$ cat src/rtl/aircon_bargraph_ctrl_if.sv
// Panel-side signal bundle for the aircon bar-graph controller.
// The master drives the debounced switch levels; the slave (the controller)
// drives the LED bar and status outputs.
interface aircon_bargraph_ctrl_if #(
  parameter int MODES = 4,
  parameter int BAR_W = 8
);
  localparam int LW = $clog2(BAR_W + 1);

  logic [MODES-1:0] Thermo_In;
  logic             Turbo_In;
  logic             ErrClr_In;
  logic [BAR_W-1:0] BGraph_Out;
  logic [LW-1:0]    Level_Out;
  logic             Turbo_Out;
  logic             Err_Out;

  modport master (
    output Thermo_In, Turbo_In, ErrClr_In,
    input  BGraph_Out, Level_Out, Turbo_Out, Err_Out
  );

  modport slave (
    input  Thermo_In, Turbo_In, ErrClr_In,
    output BGraph_Out, Level_Out, Turbo_Out, Err_Out
  );
endinterface

$ cat src/rtl/aircon_bargraph_ctrl.sv
// Aircon front-panel display controller.
// Decodes a one-hot mode into a target bar level, ramps a thermometer bar
// toward it one segment every RAMP_DIV cycles, adds a time-limited turbo
// boost, and latches an error when invalid mode codes persist.
module aircon_bargraph_ctrl #(
  parameter int MODES     = 4,
  parameter int BAR_W     = 8,
  parameter int RAMP_DIV  = 4,
  parameter int TURBO_CYC = 16,
  parameter int ERR_CNT   = 3
) (
  input  logic                 Clk_In,
  input  logic                 nRst_In,
  aircon_bargraph_ctrl_if.slave bus
);

  localparam int STEP = BAR_W / MODES;
  localparam int LW   = $clog2(BAR_W + 1);
  localparam int PW   = (RAMP_DIV > 1) ? $clog2(RAMP_DIV) : 1;
  localparam int TW   = $clog2(TURBO_CYC + 1);
  localparam int EW   = $clog2(ERR_CNT + 1);

  localparam logic [LW:0]   STEP_X  = (LW + 1)'(STEP);
  localparam logic [PW-1:0] PRE_TOP = PW'(RAMP_DIV - 1);
  localparam logic [TW-1:0] TURBO_L = TW'(TURBO_CYC);
  localparam logic [EW-1:0] ERR_TOP = EW'(ERR_CNT);

  typedef enum logic [1:0] {S_OFF, S_RUN, S_TURBO, S_ERR} state_t;

  state_t            state_q;
  logic [LW-1:0]     level_q;
  logic [PW-1:0]     presc_q;
  logic [TW-1:0]     turbo_cnt_q;
  logic [EW-1:0]     inv_cnt_q;
  logic [LW-1:0]     base_q;
  logic              turbo_prev_q;
  logic              turbo_q;
  logic              err_q;
  logic [BAR_W-1:0]  bgraph_q;

  logic              valid;
  logic              mode_on;
  logic              mode_off;
  logic              turbo_rise;
  logic              err_trig;
  logic [EW-1:0]     inv_cnt_inc;
  logic [LW-1:0]     dec_base;
  logic [LW-1:0]     eff_base;
  logic [LW-1:0]     target;
  logic [LW-1:0]     level_nxt;
  logic [PW-1:0]     presc_nxt;

  // Boosted level clipped to the physical bar length.
  function automatic logic [LW-1:0] sat_target(input logic [LW:0] sum);
    if (int'(sum) > BAR_W) return LW'(BAR_W);
    return sum[LW-1:0];
  endfunction

  // Thermometer code: the lowest lvl segments lit.
  function automatic logic [BAR_W-1:0] bar_of(input logic [LW-1:0] lvl);
    logic [BAR_W-1:0] b;
    for (int i = 0; i < BAR_W; i++) b[i] = (i < int'(lvl));
    return b;
  endfunction

  // Mode decode, glitch hold, target selection and ramp next-state.
  always_comb begin
    valid    = ($countones(bus.Thermo_In) <= 1);
    dec_base = '0;
    for (int k = 0; k < MODES; k++)
      if (bus.Thermo_In[k]) dec_base = LW'((k + 1) * STEP);
    eff_base   = valid ? dec_base : base_q;
    mode_on    = valid && (bus.Thermo_In != '0);
    mode_off   = valid && (bus.Thermo_In == '0);
    turbo_rise = bus.Turbo_In && !turbo_prev_q;

    inv_cnt_inc = (inv_cnt_q == ERR_TOP) ? inv_cnt_q : inv_cnt_q + 1'b1;
    err_trig    = !valid && (state_q != S_ERR) && (inv_cnt_inc == ERR_TOP);

    if (state_q == S_ERR) target = '0;
    else target = sat_target({1'b0, eff_base} + (turbo_q ? STEP_X : '0));

    level_nxt = level_q;
    presc_nxt = presc_q;
    if (state_q == S_ERR || err_trig) begin
      level_nxt = '0;
      presc_nxt = '0;
    end else if (level_q == target) begin
      presc_nxt = '0;
    end else if (presc_q == PRE_TOP) begin
      presc_nxt = '0;
      level_nxt = (level_q < target) ? level_q + 1'b1 : level_q - 1'b1;
    end else begin
      presc_nxt = presc_q + 1'b1;
    end
  end

  // Mode FSM with registered outputs; error latch outranks OFF, OFF outranks turbo.
  always_ff @(posedge Clk_In or negedge nRst_In) begin
    if (!nRst_In) begin
      state_q      <= S_OFF;
      level_q      <= '0;
      presc_q      <= '0;
      turbo_cnt_q  <= '0;
      inv_cnt_q    <= '0;
      base_q       <= '0;
      turbo_prev_q <= 1'b0;
      turbo_q      <= 1'b0;
      err_q        <= 1'b0;
      bgraph_q     <= '0;
    end else begin
      turbo_prev_q <= bus.Turbo_In;
      base_q       <= eff_base;
      inv_cnt_q    <= valid ? '0 : inv_cnt_inc;
      level_q      <= level_nxt;
      presc_q      <= presc_nxt;
      bgraph_q     <= bar_of(level_nxt);

      if (state_q == S_ERR) begin
        if (bus.ErrClr_In && valid) begin
          state_q <= S_OFF;
          err_q   <= 1'b0;
        end
      end else if (err_trig) begin
        state_q     <= S_ERR;
        err_q       <= 1'b1;
        turbo_q     <= 1'b0;
        turbo_cnt_q <= '0;
      end else if (mode_off && state_q != S_OFF) begin
        state_q     <= S_OFF;
        turbo_q     <= 1'b0;
        turbo_cnt_q <= '0;
      end else begin
        case (state_q)
          S_OFF: if (mode_on) state_q <= S_RUN;
          S_RUN: begin
            if (turbo_rise) begin
              state_q     <= S_TURBO;
              turbo_q     <= 1'b1;
              turbo_cnt_q <= TURBO_L;
            end
          end
          S_TURBO: begin
            if (!bus.Turbo_In || turbo_cnt_q == TW'(1)) begin
              state_q     <= S_RUN;
              turbo_q     <= 1'b0;
              turbo_cnt_q <= '0;
            end else begin
              turbo_cnt_q <= turbo_cnt_q - 1'b1;
            end
          end
          default: state_q <= S_OFF;
        endcase
      end
    end
  end

  assign bus.BGraph_Out = bgraph_q;
  assign bus.Level_Out  = level_q;
  assign bus.Turbo_Out  = turbo_q;
  assign bus.Err_Out    = err_q;

endmodule

$ cat src/flat_wrapper.sv
// flat-port wrapper written by rule: the top's interface ports become plain ports
module aircon_bargraph_ctrl_flat 
#(
  parameter int MODES     = 4,
  parameter int BAR_W     = 8,
  parameter int RAMP_DIV  = 4,
  parameter int TURBO_CYC = 16,
  parameter int ERR_CNT   = 3
)
  (Clk_In, nRst_In, bus_Thermo_In, bus_Turbo_In, bus_ErrClr_In, bus_BGraph_Out, bus_Level_Out, bus_Turbo_Out, bus_Err_Out);
  aircon_bargraph_ctrl_if #(.MODES(MODES), .BAR_W(BAR_W)) bus_i ();
  input  logic Clk_In;
  input  logic nRst_In;
  input wire logic [$bits(bus_i.Thermo_In)-1:0] bus_Thermo_In;
  input wire logic [$bits(bus_i.Turbo_In)-1:0] bus_Turbo_In;
  input wire logic [$bits(bus_i.ErrClr_In)-1:0] bus_ErrClr_In;
  output wire logic [$bits(bus_i.BGraph_Out)-1:0] bus_BGraph_Out;
  output wire logic [$bits(bus_i.Level_Out)-1:0] bus_Level_Out;
  output wire logic [$bits(bus_i.Turbo_Out)-1:0] bus_Turbo_Out;
  output wire logic [$bits(bus_i.Err_Out)-1:0] bus_Err_Out;
  assign bus_i.Thermo_In = bus_Thermo_In;
  assign bus_i.Turbo_In = bus_Turbo_In;
  assign bus_i.ErrClr_In = bus_ErrClr_In;
  assign bus_BGraph_Out = bus_i.BGraph_Out;
  assign bus_Level_Out = bus_i.Level_Out;
  assign bus_Turbo_Out = bus_i.Turbo_Out;
  assign bus_Err_Out = bus_i.Err_Out;
  aircon_bargraph_ctrl #(.MODES(MODES), .BAR_W(BAR_W), .RAMP_DIV(RAMP_DIV), .TURBO_CYC(TURBO_CYC), .ERR_CNT(ERR_CNT)) u_core (.Clk_In(Clk_In), .nRst_In(nRst_In), .bus(bus_i));
endmodule
$ cat config.mk
export PLATFORM = sky130hd
export DESIGN_NAME = aircon_bargraph_ctrl_flat
export DESIGN_NICKNAME = d
export VERILOG_FILES = /design/src/rtl/aircon_bargraph_ctrl_if.sv /design/src/rtl/aircon_bargraph_ctrl.sv /design/src/flat_wrapper.sv
export SDC_FILE = /design/constraint.sdc
export NUM_CORES = 1
export LEC_CHECK = 0
export CAP_MARGIN = 25
export CORE_MARGIN = 4
export CORE_UTILIZATION = 50
export DETAILED_ROUTE_END_ITERATION = 12
export GPL_TIMING_DRIVEN = 0
export PLACE_DENSITY = 0.73
export REMOVE_ABC_BUFFERS = 1
export SLEW_MARGIN = 20
export SYNTH_ARGS = -nofsm -noshare
export SYNTH_HDL_FRONTEND = slang
export SYNTH_SLANG_ARGS = --single-unit
export TNS_END_PERCENT = 20
$ cat constraint.sdc
create_clock -name Clk_In -period 3.9 [get_ports Clk_In]
set_input_delay 0.585 -clock Clk_In [delete_from_list [all_inputs] [get_ports Clk_In]]
set_output_delay 0.585 -clock Clk_In [all_outputs]
set_load 0.05 [all_outputs]
Word-level counts from Yosys, hierarchy flattened
Index checks and enable logic that the tools add are counted.
{"block": "totals", "ff_bits": 30, "in_bits": 8, "output_inout_bits": 14, "elab_cells": 109}
{"block": "classes", "n_addsub": 9, "magnitude_cmp": 11, "eq_ne": 15, "mux": 41, "bitwise_logic": 1, "n_reduce_logical": 22}
{"operator": "$mux 4", "n": 11}
{"operator": "$add 32x32->32", "n": 1}
{"operator": "$le 32x2->1 const B", "n": 1}
{"operator": "$mux 2", "n": 14}
{"operator": "$mux 5", "n": 4}
{"operator": "$lt 3x4->1 const A", "n": 4}
{"operator": "$ne 5x1->1 const B", "n": 3}
{"operator": "$eq 2x2->1 const B", "n": 5}
{"operator": "$pmux 5 s2", "n": 1}
{"operator": "$mux 1", "n": 9}
{"operator": "$lt 1x4->1 const A", "n": 2}
{"operator": "$lt 2x4->1 const A", "n": 2}
{"operator": "$ne 4x1->1 const B", "n": 2}
{"operator": "$reduce_and 4->1", "n": 2}
{"operator": "$reduce_bool 4->1", "n": 2}
{"operator": "$logic_and 1x1->1", "n": 7}
{"operator": "$pmux 2 s3", "n": 1}
{"operator": "$add 4x5->5", "n": 1}
{"operator": "$eq 5x1->1 const B", "n": 1}
{"operator": "$gt 5x4->1 const B", "n": 1}
{"operator": "$sub 5x1->5 const B", "n": 1}
{"operator": "$add 1x1->2", "n": 2}
{"operator": "$add 2x1->2 const B", "n": 2}
{"operator": "$add 4x1->4 const B", "n": 1}
{"operator": "14 further kinds", "n": 19}

Longest topological paths before layout
Gate-level depths: netlist of the first run.
{"block": "logic_depth", "word_depth": 17, "mapped_depth": 25, "depth_no_buf": 24}

Worst setup path before layout of the first run
No wires, ideal clock.
{"block": "synth_timing", "path_type": "input port to flip-flop", "startpoint": "in bus_Thermo_In[0]", "endpoint": "reg u_core.bgraph_q[4], in the netlist u_core.bus.BGraph_Out[4]", "setup_ps": 137, "arrival_ps": 5170, "t_required_ps": 3763, "slack_ps": -1407, "path_stages": 22, "n_path_buf": 1, "cell_sequence": "inv_1 ha_1 ha_1 fa_1 or2_4 buf_4 o31ai_1 ha_1 ha_1 o31ai_1 nand4b_1 ha_1 nor2b_1 o211ai_1 nand2_1 ha_1 a21oi_1 nand2_1 and4_1 o211a_1 nor2_2 o21ai_0"}
{"block": "synth_between", "elab_chain_len": 17, "word_cells_on_any_way": 25, "cone_classes": "3 x add/sub; 4 x order compare; 1 x eq/ne; 13 x mux; 4 x reduce/logical"}
{"item": "from (decl)", "line_no": "flat_wrapper.sv:14", "text": "input wire logic [$bits(bus_i.Thermo_In)-1:0] bus_Thermo_In;"}
{"item": "branches (longest 4 deep; another with $add 32x32->32)"}
{"item": "$mux 4 (*)", "line_no": "aircon_bargraph_ctrl.sv:72", "text": "eff_base = valid ? dec_base : base_q;"}
{"item": "net u_core.eff_base[1]", "line_no": "aircon_bargraph_ctrl.sv:48", "text": "logic [LW-1:0] eff_base;"}
{"item": "$add 4x5->5 (*)", "line_no": "aircon_bargraph_ctrl.sv:81", "text": "else target = sat_target({1'b0, eff_base} + (turbo_q ? STEP_X : '0));"}
{"item": "$gt 5x4->1", "line_no": "aircon_bargraph_ctrl.sv:55", "text": "if (int'(sum) > BAR_W) return LW'(BAR_W);"}
{"item": "$mux 1", "line_no": "aircon_bargraph_ctrl.sv:55"}
{"item": "$mux 1", "line_no": "aircon_bargraph_ctrl.sv:80", "text": "if (state_q == S_ERR) target = '0;"}
{"item": "$mux 4 (*)", "line_no": "aircon_bargraph_ctrl.sv:56", "text": "return sum[LW-1:0];"}
{"item": "$mux 4 (*)", "line_no": "aircon_bargraph_ctrl.sv:80"}
{"item": "$lt 4x4->1", "line_no": "aircon_bargraph_ctrl.sv:92", "text": "level_nxt = (level_q < target) ? level_q + 1'b1 : level_q - 1'b1;"}
{"item": "$mux 4", "line_no": "aircon_bargraph_ctrl.sv:92"}
{"item": "$mux 4", "line_no": "aircon_bargraph_ctrl.sv:90", "text": "end else if (presc_q == PRE_TOP) begin"}
{"item": "$mux 4 (*)", "line_no": "aircon_bargraph_ctrl.sv:88", "text": "end else if (level_q == target) begin"}
{"item": "$mux 4 (*)", "line_no": "aircon_bargraph_ctrl.sv:85", "text": "if (state_q == S_ERR || err_trig) begin"}
{"item": "$lt 3x4->1 (*)", "line_no": "aircon_bargraph_ctrl.sv:62", "text": "for (int i = 0; i < BAR_W; i++) b[i] = (i < int'(lvl));"}
{"item": "to (signal assigned)", "line_no": "aircon_bargraph_ctrl.sv:117", "text": "bgraph_q <= bar_of(level_nxt);"}
{"item": "to (decl)", "line_no": "aircon_bargraph_ctrl.sv:39", "text": "logic [BAR_W-1:0] bgraph_q;"}
Mark *: on every way through the listed nets, which the timed path passes. The select of a mux whose other input is x is not followed.
A chain may end at the register's enable or synchronous reset.

Worst setup path in the final report of the first run
{"block": "layout_timing", "startpoint": "in bus_Thermo_In[2]", "endpoint": "reg u_core.bgraph_q[4], in the netlist u_core.bus.BGraph_Out[4]"}
{"block": "layout_between", "elab_chain_len": 16, "word_cells_on_any_way": 23, "cone_classes": "3 x add/sub; 4 x order compare; 1 x eq/ne; 11 x mux; 4 x reduce/logical"}
{"item": "$add 1x1->2 (not written as such)", "line_no": "aircon_bargraph_ctrl.sv:68", "text": "valid = ($countones(bus.Thermo_In) <= 1);"}
{"item": "$add 32x32->32 (not written as such)", "line_no": "aircon_bargraph_ctrl.sv:68"}
{"item": "$le 32x2->1", "line_no": "aircon_bargraph_ctrl.sv:68"}
{"item": "$mux 4 (*)", "line_no": "aircon_bargraph_ctrl.sv:72"}
{"item": "net u_core.eff_base[1]", "line_no": "aircon_bargraph_ctrl.sv:48"}
{"item": "$add 4x5->5 (*)", "line_no": "aircon_bargraph_ctrl.sv:81"}
{"item": "$gt 5x4->1", "line_no": "aircon_bargraph_ctrl.sv:55"}
{"item": "$mux 1", "line_no": "aircon_bargraph_ctrl.sv:55"}
{"item": "$mux 1", "line_no": "aircon_bargraph_ctrl.sv:80"}
{"item": "$mux 4 (*)", "line_no": "aircon_bargraph_ctrl.sv:56"}
{"item": "$mux 4 (*)", "line_no": "aircon_bargraph_ctrl.sv:80"}
{"item": "$lt 4x4->1", "line_no": "aircon_bargraph_ctrl.sv:92"}
{"item": "$mux 4", "line_no": "aircon_bargraph_ctrl.sv:92"}
{"item": "$mux 4", "line_no": "aircon_bargraph_ctrl.sv:90"}
{"item": "$mux 4 (*)", "line_no": "aircon_bargraph_ctrl.sv:88"}
{"item": "$mux 4 (*)", "line_no": "aircon_bargraph_ctrl.sv:85"}
{"item": "$lt 3x4->1 (*)", "line_no": "aircon_bargraph_ctrl.sv:62"}
The timed path passes the listed nets; every way through them passes the cells marked *. The select of a mux whose other input is x is not followed.

==> results of run 1 <==
==> power breakdown <==
| part | switching, mW | leakage [nW] | internal [mW] |
|---|---|---|---|
| combinational | 0.812 | 0.740 | 0.607 |
| clock | 0.121 | 0.0439 | 0.123 |
| sequential | 0.0913 | 0.375 | 0.409 |
| total | 1.02 | 1.16 | 1.14 |
==> flip-flops by register name, summed over array words and instances (netlist names) <==
register / count
u_core.base_q: 4
u_core.bus.BGraph_Out: 8
u_core.bus.Err_Out: 1
u_core.bus.Level_Out: 3
u_core.bus.Turbo_Out: 1
u_core.inv_cnt_q: 2
u_core.presc_q: 2
u_core.state_q: 2
u_core.turbo_cnt_q: 5
u_core.turbo_prev_q: 1
==> layer usage <==
layer,wire length [microns],track usage
met1,1849,0.2457
met2,2333,0.4029
met3,245,0.05511
met4,144,0.08516
met5,0,0
==> logic make-up after synthesis <==
| kind of cell | count (synthesis) | synth area share |
|---|---|---|
| adder cells (fa/ha/maj) | 24 | 0.1708 |
| XOR/XNOR | 2 | 0.009493 |
| buffers and inverters | 23 | 0.05558 |
| AO/OA/AOI/OAI | 48 | 0.1722 |
| AND/OR/NAND/NOR | 69 | 0.1987 |
| flip-flops | 29 | 0.3932 |
==> path summary, 6_finish.rpt <==
check | slack, ns | end | depth (start not counted)
setup / recovery | -1.0 | u_core.bus.BGraph_Out[4]$_DFF_PN0_ | 22
hold / removal | 0.32 | u_core.bus.BGraph_Out[7]$_DFF_PN0_ | 1
setup reg to reg | 0.31 | u_core.bus.BGraph_Out[4]$_DFF_PN0_ | 17
hold reg to reg | 0.44 | u_core.presc_q[0]$_DFF_PN0_ | 1
max in group asynchronous | 3.15 | u_core.state_q[0]$_DFFE_PN0P_ | 1
min in group Clk_In | 0.44 | u_core.presc_q[0]$_DFF_PN0_ | 1
==> timing repair <==
action,CTS,global route
buffers inserted,11,4
resized for setup,59,17
setup endpoints to repair,13,11
hold endpoints to repair,0,0
pin swaps,19,16
==> critical path, cell delays in order <==
cell	delay, ns
buf_8	0.08
inv_4	0.03
ha_4	0.26
ha_4	0.13
fa_2	0.44
or2_4	0.31
o31ai_4	0.31
ha_4	0.20
ha_4	0.21
o31ai_4	0.26
nand4b_1	0.14
ha_1	0.30
nor2b_1	0.14
o211ai_1	0.27
nand2_2	0.14
ha_4	0.26
a21oi_2	0.13
nand2_1	0.11
and4_4	0.17
o211a_1	0.23
nor2_4	0.23
o21ai_1	0.11
==> layout by cell type (no fill, tap or decap), drive strengths merged, types with 7 or more instances in the layout <==
cell type / instances
a21oi: 10
buf: 20
clkdlybuf4s50: 16
dfrtp: 29
ha: 22
inv: 18
nand2: 23
nor2: 12
nor3: 7
o21ai: 21
o31ai: 8
==> cell type report <==
| cell class | count | area share |
|---|---|---|
| timing repair buffer | 36 | 0.1364 |
| multi-input combinational | 143 | 0.4796 |
| clock buffer | 5 | 0.02768 |
| inverter | 18 | 0.03422 |
| clock inverter | 3 | 0.007046 |
| tap | 46 | 0.02315 |
| sequential | 29 | 0.2919 |
==> reports/metrics.yaml, run 1 <==
timing:
  worst_pin_slew_ns: 0.6532
  finalHoldViolations: 0
  fmax_mhz: 204.1
  fin_tns_setup_ns: -9.325
  setup_viol: 10
  slew_violations: 0
  finalClockSkew_ns: 0.005032
  slew-limit-headroom: 0.5645
  postLayoutSetupSlackWorst_ns: -0.9985
  grt_setup_unrepaired: "yes"
  period_needed_ns: 4.898
  whs_ns: 0.3220
  fin_crit_sh: 1.256
cts:
  root_buffer: "clkbuf_8"
  cts_tree: "yes"
  clockBufferDepth: 2
  clkSinkCount: 29
  cts.clk_slew.worst_paths_ns: 0.07
  cts.htree.levels: 2
  clock_latency_ns: 0.28
  cts_made_buffers: 5
  cts_hold_buf: 0
critical_path:
  cp-end-kind: "flip-flop"
  r2r-start: "u_core.base_q[1]$_DFF_PN0_"
  cp.required_ns: 4.06
  critical_path.max_fanout: 8
  crit_path_start: "bus_Thermo_In[2]"
  start_kind: "primary input"
  path_class: "in2reg"
  critPathArrivalTime_ns: 5.05
synth:
  ys_top_cells_by_area: "dfrtp_1, ha_1, nand2_1"
  syn_area_sq_mm: 0.001846
  syn_avg_cell_area_sq_um: 9.464
  ys_types: 48
  synth_top_area_share: 0.3932
  postSynth.asyncResetShare: 1.000
  ys_seq_area_frac: 0.3932
  synth_flop_cell: "dfrtp_1"
  ys_top_cells_by_count: "dfrtp_1, nand2_1, ha_1"
  synth_seq_cells: 29
  yosysWarnings: 0
  synth-edff-count: 0
  post-synth-top-count-cell: "dfrtp_1"
  synthCells: 195
  synth_top_area_cell: "dfrtp_1"
final_layout:
  fillers: 240
  fin_util: 0.7223
  seq_area_sq_um: 725.7
  fin_nets: 265
  multi_input_area_sq_mm: 0.001192
  area_growth_pct: 34.71
  drive_gt1_frac: 0.2821
  finalInstanceArea_sq_mm: 0.002486
  antenna_cells: 0
  stdcell_count: 280
drt:
  routed_wl_microns: 4572
  wl_per_cell_microns: 16.33
  drc: 0
  drtIter0Drc: 156
  vias: 1621
  vias_per_cell: 5.789
  drt-pass1-iter-count: 4
  drt.antenna.violating_nets: 0
placement:
  port_buffers: 21
  place.gp.congestion: 0.8155
  place_area_sq_mm: 0.002073
  dpl.hpwl_microns: 2806
  place_ws_ns: -2.480
  placed_cells: 257
run_status:
  violations: "negative setup slack"
  outcome: "finished with violations"
floorplanning:
  rows: 21
  die_area_sq_mm: 0.004727
  die_x_microns: 68.76
  core_area_sq_mm: 0.003442
  pin_count: 22
  start_util: 0.5362
  fp.dieH_microns: 68.76
pwr:
  p_leak_nw: 1.158
  fin_total_pwr_mw: 2.164
  power.density_mw_per_mm2: 870.2
  ir_worst_vdd_mv: 0.4771
hold_path:
  hold_class: "in2async"
global_route:
  antenna_found_initial: 0
  grt_pass1_vias: 1625
  grt_use_total: 0.2214
  grt_max_degree: 30
  grt_pass1_wl_microns: 7610
  grt_overflow_total: 0
run:
  cap_violations: 0
(Power assumes the default switching activity.)
==> run 2: changes to the inputs <==
--- a/config.mk
+++ b/config.mk
@@ -7,10 +7,9 @@
 export LEC_CHECK = 0
 export CAP_MARGIN = 25
 export CORE_MARGIN = 4
-export CORE_UTILIZATION = 50
+export CORE_UTILIZATION = 35
 export DETAILED_ROUTE_END_ITERATION = 12
 export GPL_TIMING_DRIVEN = 0
-export PLACE_DENSITY = 0.73
 export REMOVE_ABC_BUFFERS = 1
 export SLEW_MARGIN = 20
 export SYNTH_ARGS = -nofsm -noshare
==> run 2 against run 1 <==
- the run still ends with negative setup slack left
- design area is 1.2% higher
- sequential power is 0.8% lower
- via count fell by 7.2%
- combinational power down 6%
- clock skew is 0.0013 ns higher
- sequential share of layout area is 0.35 points lower
- wire length down 13%
- highest routed layer unchanged
- critical path type unchanged
- global-route usage decreased by 9.2 points
- die area increased by 37%
- critical path depth is the same
==> reports/metrics.yaml, run 2 (synthesized netlist as in run 1, its figures left out) <==
run_status:
  outcome: "finished with violations"
  violations: "negative setup slack"
drt:
  drtIter0Drc: 101  # -35%
  drc: 0  # unchanged
  vias: 1504  # -7.2%
  vias_per_cell: 4.964  # -14%
  wl_per_cell_microns: 13.11  # -20%
  drt-pass1-iter-count: 4  # unchanged
  drt.antenna.violating_nets: 0  # unchanged
  routed_wl_microns: 3971  # -13%
final_layout:
  final_cell_mix: "dfrtp_1, nand2_1, clkdlybuf4s50_1, ha_1"
  area_growth_pct: 36.34
  largest_reg_flops: 8  # unchanged
  antenna_cells: 0  # unchanged
  fin_nets: 264  # -0.38%
  drive_gt1_frac: 0.2747  # -0.007373
  final_common_cell: "dfrtp_1"
  stdcell_count: 303  # +8.2%
timing:
  slew-limit-headroom: 0.5617  # -0.002873
  slew_violations: 0  # unchanged
  finalHoldViolations: 0  # unchanged
  setup_viol: 10  # unchanged
  finalClockSkew_ns: 0.006293  # +0.001261 ns
  postLayoutSetupSlackWorst_ns: -0.8526  # +0.1459 ns
  grt_setup_unrepaired: "yes"
  fmax_mhz: 210.4  # +3.1%
  worst_pin_slew_ns: 0.6575  # +0.004310 ns
  fin_crit_sh: 1.219  # -0.03741
  period_needed_ns: 4.753  # -0.1459 ns
global_route:
  grt_busiest_layer: "met2"
  antenna_found_initial: 0  # unchanged
  grt_pass1_wl_microns: 6651  # -13%
  grt_use_total: 0.1293  # -0.09208
  grt_pass1_vias: 1473  # -9.4%
  gr-usage-met2: 0.2194  # -0.1835
  use_met3: 0.03139  # -0.02372
  use_met1: 0.1612  # -0.08444
  grt_overflow_total: 0  # unchanged
  grt_max_degree: 30  # unchanged
pwr:
  power.density_mw_per_mm2: 821.0  # -5.7%
  fin_total_pwr_mw: 2.066  # -4.5%
  p_leak_nw: 1.176  # +1.5%
  ir_worst_vdd_mv: 0.2696  # -44%
hold_path:
  hold_class: "in2async"
critical_path:
  path_class: "in2reg"
  cpPeakStageDelay_ns: 0.47  # +0.03 ns
  cp_cell_sequence: "buf_12, inv_8, ha_4, ha_4, fa_1, or2_4, o31ai_4, ha_2, ha_4, o31ai_4, nand4b_1, ha_1, nor2b_4, o211ai_1, nand2_2, ha_4, a21oi_2, nand2_2, and4_4, o211a_1, nor2_4, o21ai_1"
  cp-end-kind: "flip-flop"
  start_kind: "primary input"
  critical_path.max_fanout: 8  # unchanged
  slowest_stage: "fa_1"
  cp_common_cell: "ha_4"
  cp.required_ns: 4.05  # about the same
  critPathArrivalTime_ns: 4.90  # -0.15 ns
floorplanning:
  fp.dieH_microns: 80.62  # +17%
  die_x_microns: 80.62  # +17%
  core_area_sq_mm: 0.005107  # +48%
  start_util: 0.3613  # -0.1748
  pin_count: 22  # unchanged
  rows: 26  # +24%
  die_area_sq_mm: 0.006499  # +37%
cts:
  cts_made_buffers: 5  # unchanged
  cts_tree: "yes"
  root_buffer: "clkbuf_8"
  clkSinkCount: 29  # unchanged
  clock_latency_ns: 0.27  # about the same
  cts_hold_buf: 0  # unchanged
  clockBufferDepth: 2  # unchanged
  cts.clk_slew.worst_paths_ns: 0.07  # about the same
  cts.htree.levels: 2  # unchanged
placement:
  dpl.hpwl_microns: 2606  # -7.1%
  port_buffers: 21  # unchanged
  placed_cells: 281  # +9.3%
  place.gp.congestion: 0.8078  # -0.94%
run:
  cap_violations: 0  # unchanged
==> run 2: what timing repair did <==
item                       CTS  global route
setup buffers                8             6
pin swaps                   19            20
resized for setup           53            21
setup endpoints to repair   13            11
==> run 2: power breakdown <==
group | switching, mW | internal (mW)
logic | 0.754 | 0.578
clock network | 0.115 | 0.123
registers | 0.0868 | 0.409
total | 0.955 | 1.11
==> run 2: layer usage <==
metal / up-vias / share of wire
li1: 760 / -
met1: 707 / 0.45
met2: 31 / 0.49
met3: 6 / 0.041
met4: 0 / 0.019
met5: - / 0
==> run 2: area by class of cell <==
class	count	area, sq um
Fill cell	479	2591
Inverter	18	82.58
Sequential cell	29	725.7
Clock inverter	2	10.01
Timing Repair Buffer	35	335.3
Clock buffer	6	72.57
Tap cell	70	87.58
Multi-Input combinational cell	143	1202
==> run 2: per-stage QoR <==
step	area [sq um]	setup slack (ns)	hold WS [ns]	utilization	setup TNS, ns
floorplan	1810	-1.302	0.2894	-	-11.97
global placement	2108	-2.320	0.4260	0.4128	-24.48
detailed placement	2103	-2.365	0.4286	0.4118	-25.04
CTS	2394	-0.8185	0.3577	0.4686	-7.602
global route	2516	-1.072	0.3940	0.4927	-10.10
finish	2516	-0.8526	0.3326	0.4927	-7.983
==> run 2: critical path: cells and delay by family <==
kind,cells,cell delay [ns]
compound gates,6,1.15
fa+ha+maj,7,1.86
buf+inv,2,0.15
simple gates,7,1.15
==> run 2: worst paths after layout <==
kind	startpoint	to	slack, ns	cells after the start
max in group asynchronous	nRst_In	u_core.bus.BGraph_Out[5]$_DFF_PN0_	3.14	1
hold / removal	nRst_In	u_core.inv_cnt_q[0]$_DFF_PN0_	0.33	1
min in group Clk_In	u_core.presc_q[0]$_DFF_PN0_	u_core.presc_q[0]$_DFF_PN0_	0.44	1
setup / recovery	bus_Thermo_In[3]	u_core.bus.BGraph_Out[5]$_DFF_PN0_	-0.85	22
hold reg to reg	u_core.presc_q[0]$_DFF_PN0_	u_core.presc_q[0]$_DFF_PN0_	0.44	1
setup reg to reg	u_core.base_q[1]$_DFF_PN0_	u_core.bus.BGraph_Out[5]$_DFF_PN0_	0.39	19
==> run 3: changes to the inputs <==
==> constraint.sdc (replaced) <==
create_clock -name Clk_In -period 3.9 [get_ports Clk_In]
set_input_delay 0.39 -clock Clk_In [delete_from_list [all_inputs] [get_ports Clk_In]]
set_output_delay 0.39 -clock Clk_In [all_outputs]
set_load 0.05 [all_outputs]
==> run 3 against run 2 <==
- the flow still finishes with violations (negative setup slack)
- largest power group unchanged
- wire length down 0.68%
- cell count unchanged
- largest cell class unchanged
- power about the same
- sequential share of layout area about the same
- critical path type unchanged
- highest routed layer unchanged
==> reports/metrics.yaml, run 3 (synthesized netlist as in run 1, its figures left out) <==
global_route:
  grt_overflow_total: 0  # unchanged
  antenna_found_initial: 0  # unchanged
  grt_pass1_vias: 1473  # unchanged
  grt_use_total: 0.1293  # unchanged
  grt_max_degree: 30  # unchanged
  grt_pass1_wl_microns: 6651  # unchanged
placement:
  dpl.hpwl_microns: 2606  # unchanged
  port_buffers: 21  # unchanged
  place_area_sq_mm: 0.002103  # unchanged
  placed_cells: 281  # unchanged
  place.gp.congestion: 0.8078  # unchanged
  place_ws_ns: -2.170  # +0.1950 ns
floorplanning:
  rows: 26  # unchanged
  start_util: 0.3613  # unchanged
  pin_count: 22  # unchanged
  core_area_sq_mm: 0.005107  # unchanged
  die_x_microns: 80.62  # unchanged
  fp.dieH_microns: 80.62  # unchanged
  die_area_sq_mm: 0.006499  # unchanged
final_layout:
  seq_area_sq_um: 725.7  # unchanged
  drive_gt1_frac: 0.2704  # -0.004292
  finalInstanceArea_sq_mm: 0.002514  # about the same
  area_growth_pct: 36.20  # about the same
  multi_input_area_sq_mm: 0.001200  # -0.21%
  final_cell_mix: "dfrtp_1, nand2_1, clkdlybuf4s50_1, ha_1"
  largest_reg_flops: 8  # unchanged
  stdcell_count: 303  # unchanged
  final_common_cell: "dfrtp_1"
  fin_nets: 264  # unchanged
  fillers: 479  # unchanged
  antenna_cells: 0  # unchanged
  fin_util: 0.4922  # about the same
cts:
  cts.htree.levels: 2  # unchanged
  clockBufferDepth: 2  # unchanged
  clock_latency_ns: 0.27  # about the same
  root_buffer: "clkbuf_8"
  clkSinkCount: 29  # unchanged
  cts_made_buffers: 5  # unchanged
  cts_hold_buf: 0  # unchanged
  cts.clk_slew.worst_paths_ns: 0.07  # about the same
  cts_tree: "yes"
drt:
  drt.antenna.violating_nets: 0  # unchanged
  drc: 0  # unchanged
  vias_per_cell: 4.980  # +0.33%
  wl_per_cell_microns: 13.02  # -0.68%
  routed_wl_microns: 3944  # -0.68%
  drt-pass1-iter-count: 4  # unchanged
  vias: 1509  # +0.33%
  drtIter0Drc: 104  # +3.0%
critical_path:
  slowest_stage: "fa_1"
  critical_path.max_fanout: 8  # unchanged
  r2r_cells: 19  # unchanged
  timing.rr.end: "u_core.bus.BGraph_Out[5]$_DFF_PN0_"
  cp.required_ns: 4.05  # about the same
  cp_cell_sequence: "buf_12, inv_8, ha_4, ha_4, fa_1, or2_4, o31ai_4, ha_2, ha_4, o31ai_4, nand4b_1, ha_1, nor2b_4, o211ai_1, nand2_2, ha_4, a21oi_2, nand2_2, and4_4, o211a_1, nor2_4, o21ai_1"
  critPathCapture: "u_core.bus.BGraph_Out[5]$_DFF_PN0_"
  r2r-start: "u_core.base_q[1]$_DFF_PN0_"
  cp_common_cell: "ha_4"
  path_class: "in2reg"
  start_kind: "primary input"
  cpPeakStageDelay_ns: 0.47  # about the same
  crit_path_start: "bus_Thermo_In[3]"
  critPathArrivalTime_ns: 4.72  # -0.18 ns
  cp-end-kind: "flip-flop"
  r2r_slack_ns: 0.38  # about the same
timing:
  period_needed_ns: 4.568  # -0.1851 ns
  fin_tns_setup_ns: -6.032  # +1.951 ns
  whs_ns: 0.1364  # -0.1962 ns
  finalClockSkew_ns: 0.005294  # -0.0009991 ns
  slew_violations: 0  # unchanged
  slew-limit-headroom: 0.5641  # +0.002424
  fin_crit_sh: 1.171  # -0.04745
  finalHoldViolations: 0  # unchanged
  postLayoutSetupSlackWorst_ns: -0.6675  # +0.1850 ns
  setup_viol: 10  # unchanged
  worst_pin_slew_ns: 0.6539  # -0.003636 ns
  grt_setup_unrepaired: "yes"
  fmax_mhz: 218.9  # +4.1%
pwr:
  ir_worst_vdd_mv: 0.2699  # +0.11%
  p_leak_nw: 1.173  # -0.21%
  fin_total_pwr_mw: 2.065  # about the same
  power.density_mw_per_mm2: 821.3  # about the same
run_status:
  violations: "negative setup slack"
  outcome: "finished with violations"
run:
  cap_violations: 0  # unchanged
hold_path:
  hold_class: "in2async"
==> run 3: how the worst min path moves through the flow <==
stage                                              endpoint  slack, ns  cells after the start
after floorplan                  u_core.base_q[0]$_DFF_PN0_       0.09                      0
after global placement          u_core.presc_q[0]$_DFF_PN0_       0.43                      1
after detailed placement        u_core.presc_q[0]$_DFF_PN0_       0.43                      1
after CTS                 u_core.turbo_cnt_q[4]$_DFFE_PN0P_       0.16                      1
after global routing          u_core.turbo_prev_q$_DFF_PN0_       0.20                      1
final                         u_core.inv_cnt_q[0]$_DFF_PN0_       0.14                      1
==> run 3: per-layer routing <==
layer	up-vias	wire, microns	track usage
li1	761	-	-
met1	711	1760	0.1612
met2	31	1939	0.2194
met3	6	169	0.03139
met4	0	76	0.03885
met5	-	0	0
==> run 3: power breakdown <==
| part | internal [mW] | switching, mW | leakage (nW) |
|---|---|---|---|
| clock network | 0.123 | 0.115 | 0.0450 |
| logic | 0.576 | 0.754 | 0.754 |
| registers | 0.409 | 0.0873 | 0.375 |
==> run 3: worst max-delay path, delay by kind of cell <==
kind                       cells  cell delay [ns]
adders and majority gates      7             1.86
and+or+nand+nor                7             1.16
AOI/OAI and AO/OA              6             1.16
buffers and inverters          2             0.15
==> run 3: area by class of cell <==
class                   count  share of cell area
multi-input cells         143              0.4774
flip-flops and latches     29              0.2887
clock buffers               6             0.02887
well taps                  70             0.03484
clock inverters             2            0.003982
inverters                  18             0.03285
repair buffers             35              0.1334
==> run 3: timing repair <==
item                                    in CTS  in global routing
endpoints found under the setup margin      13                 10
pin swaps                                   19                 19
resized for setup                           53                 18
setup buffers                                8                  6
